==> src/rtl/event_fifo_arb_pkg.sv <==
// event_fifo_pkg: shared constants and the round-robin pick helper for the
// event_fifo_arb multi-channel event FIFO.
//   FIFO_WIDTH  default data word width (graph_conv neighbour word)
//   MAX_DEGREE  default per-channel depth
//   MAX_CH      largest supported channel count
//   READ_STD / READ_FWFT  values accepted by the READ_MODE parameter
package event_fifo_pkg;

  localparam int FIFO_WIDTH = 72;
  localparam int MAX_DEGREE = 16;
  localparam int MAX_CH     = 8;

  localparam string READ_STD  = "std";
  localparam string READ_FWFT = "fwft";

  // First requesting channel at or after ptr, wrapping at num_ch.
  // Returns ptr when nothing requests; callers gate on |req.
  function automatic int rr_pick(input logic [MAX_CH-1:0] req,
                                 input int ptr,
                                 input int num_ch);
    int   pick;
    int   idx;
    logic found;
    pick  = ptr;
    found = 1'b0;
    idx   = 0;
    for (int i = 0; i < MAX_CH; i++) begin
      if (!found && i < num_ch) begin
        idx = ptr + i;
        if (idx >= num_ch) idx = idx - num_ch;
        if (req[idx]) begin
          pick  = idx;
          found = 1'b1;
        end
      end
    end
    return pick;
  endfunction

endpackage

==> src/rtl/event_fifo_arb_if.sv <==
// event_fifo_arb_if: producer and consumer signals of event_fifo_arb.
//   Producer side : wr_en[c], din[c*WIDTH +: WIDTH] in; full, almost_full,
//                   overflow out (one bit per channel).
//   Consumer side : fifo_rd_en in; fifo_dout, fifo_ch_id, fifo_data_valid,
//                   fifo_empty, underflow out.
//   Debug         : dbg_rr_ptr exposes the arbiter pointer.
//
// Handshake: a producer write on channel c is accepted on a rising edge
// where wr_en[c]=1 and full[c]=0 (full acts as the inverted ready). The
// consumer sees a word whenever fifo_empty=0; fifo_rd_en on such a cycle
// takes it (std: word shows with fifo_data_valid one cycle later; fwft: the
// word already on fifo_dout with fifo_data_valid=1 is the one consumed).
// fifo_rd_en while fifo_empty=1 is an underflow and moves no data.
//
// master: the producers/consumer environment. slave: the FIFO.
interface event_fifo_arb_if #(
  parameter int NUM_CH = 4,
  parameter int WIDTH  = 72
);
  localparam int CH_W = (NUM_CH > 1) ? $clog2(NUM_CH) : 1;

  logic [NUM_CH-1:0]       wr_en;
  logic [NUM_CH*WIDTH-1:0] din;
  logic [NUM_CH-1:0]       full;
  logic [NUM_CH-1:0]       almost_full;
  logic [NUM_CH-1:0]       overflow;

  logic                    fifo_rd_en;
  logic [WIDTH-1:0]        fifo_dout;
  logic [CH_W-1:0]         fifo_ch_id;
  logic                    fifo_data_valid;
  logic                    fifo_empty;
  logic                    underflow;

  logic [CH_W-1:0]         dbg_rr_ptr;

  modport master (
    output wr_en, din, fifo_rd_en,
    input  full, almost_full, overflow,
    input  fifo_dout, fifo_ch_id, fifo_data_valid, fifo_empty, underflow,
    input  dbg_rr_ptr
  );

  modport slave (
    input  wr_en, din, fifo_rd_en,
    output full, almost_full, overflow,
    output fifo_dout, fifo_ch_id, fifo_data_valid, fifo_empty, underflow,
    output dbg_rr_ptr
  );

endinterface

==> src/rtl/event_fifo_arb_ch.sv <==
// event_fifo_ch: one producer channel of event_fifo_arb.
//   clk, rstn    clock, async active-low reset
//   flush        synchronous clear (beats write and pop)
//   wr_en, din   producer write
//   pop          arbiter takes the head word this cycle
//   head         word at the read pointer
//   not_empty    count > 0
//   full         count == DEPTH
//   almost_full  count >= AFULL_TH
//   overflow     sticky: write attempted while full
module event_fifo_ch #(
  parameter int WIDTH    = 72,
  parameter int DEPTH    = 16,
  parameter int AFULL_TH = 14
) (
  input  logic             clk,
  input  logic             rstn,
  input  logic             flush,
  input  logic             wr_en,
  input  logic [WIDTH-1:0] din,
  input  logic             pop,
  output logic [WIDTH-1:0] head,
  output logic             not_empty,
  output logic             full,
  output logic             almost_full,
  output logic             overflow
);

  localparam int AW = $clog2(DEPTH);
  localparam int CW = AW + 1;

  logic [WIDTH-1:0] mem [DEPTH];
  logic [AW-1:0]    rd_ptr;
  logic [AW-1:0]    wr_ptr;
  logic [CW-1:0]    count;
  logic             push;
  logic             pop_ok;

  // full comes from the registered count, so a pop in the same cycle does
  // not make room for a write to a full channel.
  assign push   = wr_en && !full;
  assign pop_ok = pop && not_empty;

  always_ff @(posedge clk or negedge rstn) begin
    if (!rstn) begin
      rd_ptr   <= '0;
      wr_ptr   <= '0;
      count    <= '0;
      overflow <= 1'b0;
    end else if (flush) begin
      rd_ptr   <= '0;
      wr_ptr   <= '0;
      count    <= '0;
      overflow <= 1'b0;
    end else begin
      if (push)   wr_ptr <= wr_ptr + AW'(1);
      if (pop_ok) rd_ptr <= rd_ptr + AW'(1);
      case ({push, pop_ok})
        2'b10:   count <= count + CW'(1);
        2'b01:   count <= count - CW'(1);
        default: count <= count;
      endcase
      if (wr_en && full) overflow <= 1'b1;
    end
  end

  // Storage has no reset; contents behind the pointers are don't-care.
  always_ff @(posedge clk) begin
    if (push && !flush) mem[wr_ptr] <= din;
  end

  assign head        = mem[rd_ptr];
  assign not_empty   = (count != '0);
  assign full        = (count == CW'(DEPTH));
  assign almost_full = (count >= CW'(AFULL_TH));

endmodule

==> src/rtl/event_fifo_arb.sv <==
// event_fifo_arb: NUM_CH private event FIFOs merged round-robin onto one
// graph_conv style consumer port (fifo_dout/fifo_data_valid/fifo_empty/
// fifo_rd_en) plus a source-channel tag.
//   clk    clock, rising edge
//   rstn   async active-low reset
//   flush  synchronous clear of all channels, arbiter and output stage
//   bus    event_fifo_arb_if slave (producer writes, consumer reads, flags)
// READ_MODE "std": registered read, fifo_data_valid pulses the cycle after
// an accepted fifo_rd_en. READ_MODE "fwft": a one-entry output stage shows
// the next word before it is requested.
module event_fifo_arb
  import event_fifo_pkg::*;
#(
  parameter int    NUM_CH    = 4,
  parameter int    WIDTH     = FIFO_WIDTH,
  parameter int    DEPTH     = MAX_DEGREE,
  parameter string READ_MODE = READ_STD,
  parameter int    AFULL_TH  = DEPTH - 2
) (
  input logic             clk,
  input logic             rstn,
  input logic             flush,
  event_fifo_arb_if.slave bus
);

  localparam int CH_W = (NUM_CH > 1) ? $clog2(NUM_CH) : 1;

  logic [WIDTH-1:0]  heads [NUM_CH];
  logic [NUM_CH-1:0] req;
  logic [NUM_CH-1:0] pop;
  logic [MAX_CH-1:0] req_pad;
  logic [CH_W-1:0]   grant;
  logic [CH_W-1:0]   rr_ptr;
  logic              any_req;
  logic              take;       // a word leaves the channels this cycle
  logic              empty_o;
  logic [WIDTH-1:0]  dout_q;
  logic [CH_W-1:0]   ch_q;
  logic              valid_q;
  logic              underflow_q;

  for (genvar c = 0; c < NUM_CH; c++) begin : g_ch
    event_fifo_ch #(
      .WIDTH   (WIDTH),
      .DEPTH   (DEPTH),
      .AFULL_TH(AFULL_TH)
    ) u_ch (
      .clk        (clk),
      .rstn       (rstn),
      .flush      (flush),
      .wr_en      (bus.wr_en[c]),
      .din        (bus.din[c*WIDTH +: WIDTH]),
      .pop        (pop[c]),
      .head       (heads[c]),
      .not_empty  (req[c]),
      .full       (bus.full[c]),
      .almost_full(bus.almost_full[c]),
      .overflow   (bus.overflow[c])
    );
  end

  assign any_req = |req;

  always_comb begin
    req_pad = '0;
    req_pad[NUM_CH-1:0] = req;
    grant = CH_W'(rr_pick(req_pad, int'(rr_ptr), NUM_CH));
  end

  always_comb begin
    pop = '0;
    if (take) pop[grant] = 1'b1;
  end

  // Pointer moves past the channel just served, so every requester gets a
  // turn before the same channel is served again.
  always_ff @(posedge clk or negedge rstn) begin
    if (!rstn) begin
      rr_ptr <= '0;
    end else if (flush) begin
      rr_ptr <= '0;
    end else if (take) begin
      rr_ptr <= (grant == CH_W'(NUM_CH - 1)) ? '0 : grant + CH_W'(1);
    end
  end

  if (READ_MODE == READ_FWFT) begin : g_fwft
    // Stage refills in the same cycle it is consumed: 1 word/cycle.
    assign take    = any_req && (!valid_q || bus.fifo_rd_en) && !flush;
    assign empty_o = !valid_q;

    always_ff @(posedge clk or negedge rstn) begin
      if (!rstn) begin
        dout_q  <= '0;
        ch_q    <= '0;
        valid_q <= 1'b0;
      end else if (flush) begin
        dout_q  <= '0;
        ch_q    <= '0;
        valid_q <= 1'b0;
      end else if (take) begin
        dout_q  <= heads[grant];
        ch_q    <= grant;
        valid_q <= 1'b1;
      end else if (bus.fifo_rd_en) begin
        valid_q <= 1'b0;
      end
    end
  end else begin : g_std
    assign take    = bus.fifo_rd_en && any_req && !flush;
    assign empty_o = !any_req;

    // Data/tag hold their last value; only valid pulses.
    always_ff @(posedge clk or negedge rstn) begin
      if (!rstn) begin
        dout_q  <= '0;
        ch_q    <= '0;
        valid_q <= 1'b0;
      end else if (flush) begin
        dout_q  <= '0;
        ch_q    <= '0;
        valid_q <= 1'b0;
      end else begin
        valid_q <= take;
        if (take) begin
          dout_q <= heads[grant];
          ch_q   <= grant;
        end
      end
    end
  end

  always_ff @(posedge clk or negedge rstn) begin
    if (!rstn) begin
      underflow_q <= 1'b0;
    end else if (flush) begin
      underflow_q <= 1'b0;
    end else if (bus.fifo_rd_en && empty_o) begin
      underflow_q <= 1'b1;
    end
  end

  assign bus.fifo_dout       = dout_q;
  assign bus.fifo_ch_id      = ch_q;
  assign bus.fifo_data_valid = valid_q;
  assign bus.fifo_empty      = empty_o;
  assign bus.underflow       = underflow_q;
  assign bus.dbg_rr_ptr      = rr_ptr;

endmodule

==> src/flat_wrapper.sv <==
// flat-port wrapper written by rule: the top's interface ports become plain ports
module event_fifo_arb_flat import event_fifo_pkg::*;
#(
  parameter int    NUM_CH    = 4,
  parameter int    WIDTH     = FIFO_WIDTH,
  parameter int    DEPTH     = MAX_DEGREE,
  parameter string READ_MODE = READ_STD,
  parameter int    AFULL_TH  = DEPTH - 2
)
  (clk, rstn, flush, bus_wr_en, bus_din, bus_fifo_rd_en, bus_full, bus_almost_full, bus_overflow, bus_fifo_dout, bus_fifo_ch_id, bus_fifo_data_valid, bus_fifo_empty, bus_underflow, bus_dbg_rr_ptr);
  event_fifo_arb_if #(.NUM_CH(NUM_CH), .WIDTH(WIDTH)) bus_i ();
  input logic clk;
  input logic rstn;
  input logic flush;
  input wire logic [$bits(bus_i.wr_en)-1:0] bus_wr_en;
  input wire logic [$bits(bus_i.din)-1:0] bus_din;
  input wire logic [$bits(bus_i.fifo_rd_en)-1:0] bus_fifo_rd_en;
  output wire logic [$bits(bus_i.full)-1:0] bus_full;
  output wire logic [$bits(bus_i.almost_full)-1:0] bus_almost_full;
  output wire logic [$bits(bus_i.overflow)-1:0] bus_overflow;
  output wire logic [$bits(bus_i.fifo_dout)-1:0] bus_fifo_dout;
  output wire logic [$bits(bus_i.fifo_ch_id)-1:0] bus_fifo_ch_id;
  output wire logic [$bits(bus_i.fifo_data_valid)-1:0] bus_fifo_data_valid;
  output wire logic [$bits(bus_i.fifo_empty)-1:0] bus_fifo_empty;
  output wire logic [$bits(bus_i.underflow)-1:0] bus_underflow;
  output wire logic [$bits(bus_i.dbg_rr_ptr)-1:0] bus_dbg_rr_ptr;
  assign bus_i.wr_en = bus_wr_en;
  assign bus_i.din = bus_din;
  assign bus_i.fifo_rd_en = bus_fifo_rd_en;
  assign bus_full = bus_i.full;
  assign bus_almost_full = bus_i.almost_full;
  assign bus_overflow = bus_i.overflow;
  assign bus_fifo_dout = bus_i.fifo_dout;
  assign bus_fifo_ch_id = bus_i.fifo_ch_id;
  assign bus_fifo_data_valid = bus_i.fifo_data_valid;
  assign bus_fifo_empty = bus_i.fifo_empty;
  assign bus_underflow = bus_i.underflow;
  assign bus_dbg_rr_ptr = bus_i.dbg_rr_ptr;
  event_fifo_arb #(.NUM_CH(NUM_CH), .WIDTH(WIDTH), .DEPTH(DEPTH), .READ_MODE(READ_MODE), .AFULL_TH(AFULL_TH)) u_core (.clk(clk), .rstn(rstn), .flush(flush), .bus(bus_i));
endmodule
==> config.mk <==
export PLATFORM = sky130hd
export DESIGN_NAME = event_fifo_arb_flat
export DESIGN_NICKNAME = d
export VERILOG_FILES = /design/src/rtl/event_fifo_arb_pkg.sv /design/src/rtl/event_fifo_arb_if.sv /design/src/rtl/event_fifo_arb_ch.sv /design/src/rtl/event_fifo_arb.sv /design/src/flat_wrapper.sv
export SDC_FILE = /design/constraint.sdc
export NUM_CORES = 2
export LEC_CHECK = 0
export ABC_AREA = 0
export BUFFER_PORTS_ARGS = -buffer_cell sky130_fd_sc_hd__buf_4
export CORE_MARGIN = 2
export CORE_UTILIZATION = 45
export DETAILED_ROUTE_END_ITERATION = 8
export GPL_TIMING_DRIVEN = 1
export PLACE_DENSITY_LB_ADDON = 0.08
export SYNTH_ARGS = -nofsm -noshare
export SYNTH_HDL_FRONTEND = slang
export SYNTH_MEMORY_MAX_BITS = 65536
export SYNTH_SLANG_ARGS = --single-unit
==> constraint.sdc <==
create_clock -name clk -period 20 [get_ports clk]
set_clock_uncertainty 0.1 [all_clocks]
set_input_delay 4 -clock clk [delete_from_list [all_inputs] [get_ports clk]]
set_output_delay 4 -clock clk [all_outputs]
set_load 0.02 [all_outputs]
==> run summary <==
setup repair bufs after CTS: 0
Hold Fails Final Rpt: 0
Synth area leaders: edfxtp_1, mux4_2, mux2i_1, dfrtp_1, mux2_2
Final Power: 25.19 mW
failing checks: max-capacitance violations, max-slew violations
I/O Buffers: 386
Avg WL per Cell: 34.78 um
fin cells: 15,950
Initial Utilization: 45.17%
Routed Antenna Nets: 0
Die Footprint: 412,400 sq um
area of the mapped netlist: 183,300 sq um
crit path launch: u_core.g_ch[1].u_ch.count[2]
CP bufs+invs: 1
Die X: 642.2 um
Ports: 387
total track usage: 26.42%
CP Max Fanout: 9
Vias per Instance: 6.051
CP max-delay cell: nor4_1
cell type with the largest total area after synthesis: edfxtp_1
Core Region: 405,800 sq um
vias in the first global route: 95,560
first-pass GRT wire length: 768,100 um
drt first pass iters: 5
Clk Tree Root Cell: clkbuf_16
nets: 10,390
routability cong.: 0.8960
worst-skew pair later-pin latency: 1.05 ns
R2R setup slack: 13.73 ns
Worst EP arrival: 3.25 ns
number of distinct library cells after synthesis: 74
CP cell instances: nor4_1 > nand2_1 > nor4_2 > buf_4
Synthesis Warnings: 0
DR vias: 96,520
Yosys top cell area share: 75.50%
slew margin rel.: -1.953%
synthesized area per cell: 19.43 sq um
Max Transition Viols Final: 3
DIE HEIGHT: 642.2 um
status: finished with violations
Worst-Margin Slew: 1.518 ns
Yosys reg bits: 4,742
Hold Crit Class: reg2reg
CP Class: reg2out
highest-count cells in the layout ignoring fill and taps: edfxtp_1, mux2i_1, buf_4
Startpoint Class: flop
leakage power: 64.34 nW
initial antenna violation count: 104
Residual DRC: 0
share of post-route cells with drive strength above 1: 23.79%
largest net degree at the start of global routing: 105
Hold Crit Start: u_core.bus.fifo_dout[44]
TritonCTS clock tree: yes
Cell Pwr Density: 119.6 nW/um^2
RSZ-0062 raised after global routing: no
H-tree depth: 6
row cnt: 234
CTS-repair resized insts: 0
CTS sink count: 4,742
Post-synth EDFFs: 4,608
syn_nets: 9,761
Mapped Cells: 9,435
achievable frequency: 0.1361 GHz
dpl cells: 14,970
critical path's largest stage delay: 0.70 ns
setup TNS: 0 ns
sequential area share after synthesis: 77.33%
crit-path leading delay family: simple AND/OR/NAND/NOR gates
Clock transition at path regs: 0.06 ns
ys async rst share: 2.826%
# setup viols final: 0
crit end category: output pin
clock tree buffer depth: 4
most common cell after layout, fill and taps aside: edfxtp_1
Final Worst Setup Slack: 12.65 ns
Initial DRC Count: 10,260
routed wire length: 554,700 um
# hold bufs at CTS: 0
worst r2r src: u_core.bus.dbg_rr_ptr[0]
post-DP HPWL: 340,000 um
Worst EP required: 15.90 ns
Num CTS Buffers: 523
Setup WS pre-CTS: 12.18 ns
Final period util: 36.74%
Top FF cell, synth: edfxtp_1
P&R area growth vs syn: 14.94%
max_cap viols: 1
Peak VDD IR: 0.2072 mV
Remaining Overflow, GRT: 0
min cycle time layout: 7.347 ns
[synth_stat cells (20+ instances only)]
| cell | instances |
|---|---|
| a211oi_1 | 134 |
| nand2_1 | 224 |
| nand3_1 | 83 |
| nor2_1 | 140 |
| dfrtp_1 | 134 |
| nor3_1 | 217 |
| and2_1 | 57 |
| xnor2_1 | 20 |
| mux2i_1 | 810 |
| buf_1 | 161 |
| a21oi_1 | 461 |
| mux4_2 | 636 |
| o21ai_0 | 378 |
| edfxtp_1 | 4608 |
| mux2_2 | 230 |
| o22ai_1 | 239 |
| clkbuf_1 | 360 |
| ha_1 | 30 |
| o221ai_1 | 279 |
| buf_2 | 45 |
[sequential cells by signal (all words and copies together) (netlist names), 2 cells and up]
signal                     count
u_core.g_ch.u_ch.mem        4608
u_core.bus.fifo_dout          72
u_core.g_ch.u_ch.count        20
u_core.g_ch.u_ch.rd_ptr       16
u_core.g_ch.u_ch.wr_ptr       16
u_core.g_ch.u_ch.overflow      4
u_core.bus.dbg_rr_ptr          2
u_core.bus.fifo_ch_id          2
[layer usage]
layer  track usage, %  up-vias  wire length (um)
met4            8.894       24             19710
met1            36.25    51630            229000
met3            4.797      809             38030
li1                 -    40310                 -
met2            42.83     3749            267900
met5                0        -               148
[through the flow]
stage | util (%) | instance area (sq um) | hold slack [ns]
after floorplan | - | 183300 | 0.3637
after global placement | 47.85 | 194200 | 0.3843
after detailed placement | 47.87 | 194300 | 0.3843
after CTS | 51.89 | 210500 | 0.3960
after global routing | 51.89 | 210600 | 0.4148
final | 51.91 | 210700 | 0.3943
[final cells by class]
| type | count | area (sq um) |
|---|---|---|
| Fill cell | 32260 | 195100 |
| Clock buffer | 681 | 14360 |
| Inverter | 23 | 101.3 |
| Timing Repair Buffer | 688 | 5304 |
| Sequential cell | 4742 | 141800 |
| Multi-Input combinational cell | 4087 | 40300 |
| Tap cell | 5428 | 6792 |
| Antenna cell | 47 | 117.6 |
| Clock inverter | 255 | 1923 |
[logic make-up (layout without fill, tap and decap cells)]
| logic type | Yosys count | after routing | share of synthesized area (%) |
|---|---|---|---|
| compound gates | 1549 | 1549 | 5.267 |
| buf+inv | 606 | 1647 | 1.311 |
| simple gates | 792 | 792 | 2.041 |
| xor+xnor | 39 | 39 | 0.1905 |
| fa+ha+maj | 30 | 30 | 0.2048 |
| flops | 4742 | 4742 | 77.33 |
| mux | 1677 | 1677 | 13.66 |
| other cells | 0 | 47 | 0 |
[worst min-delay path: stages (launching register included)]
cell and delay, ns:
dfrtp_1 0.34, nand2_1 0.05, nand3_1 0.07
[power by group]
| group | internal, mW | total [mW] | switching (mW) |
|---|---|---|---|
| registers | 11.0 | 11.2 | 0.162 |
| logic | 1.34 | 4.76 | 3.41 |
| clock network | 5.35 | 9.22 | 3.87 |
[path summary, 6_finish.rpt]
path / depth (start not counted) / end
hold / removal: 2 / u_core.bus.fifo_dout[44]
max in group asynchronous: 3 / u_core.g_ch[3].u_ch.rd_ptr[3]
min in group asynchronous: 1 / u_core.g_ch[0].u_ch.overflow
hold reg to reg: 2 / u_core.bus.fifo_dout[44]
setup reg to reg: 19 / u_core.g_ch[2].u_ch.count[4]
setup / recovery: 4 / bus_fifo_empty
Note: power is estimated with default switching activity, not from simulation.
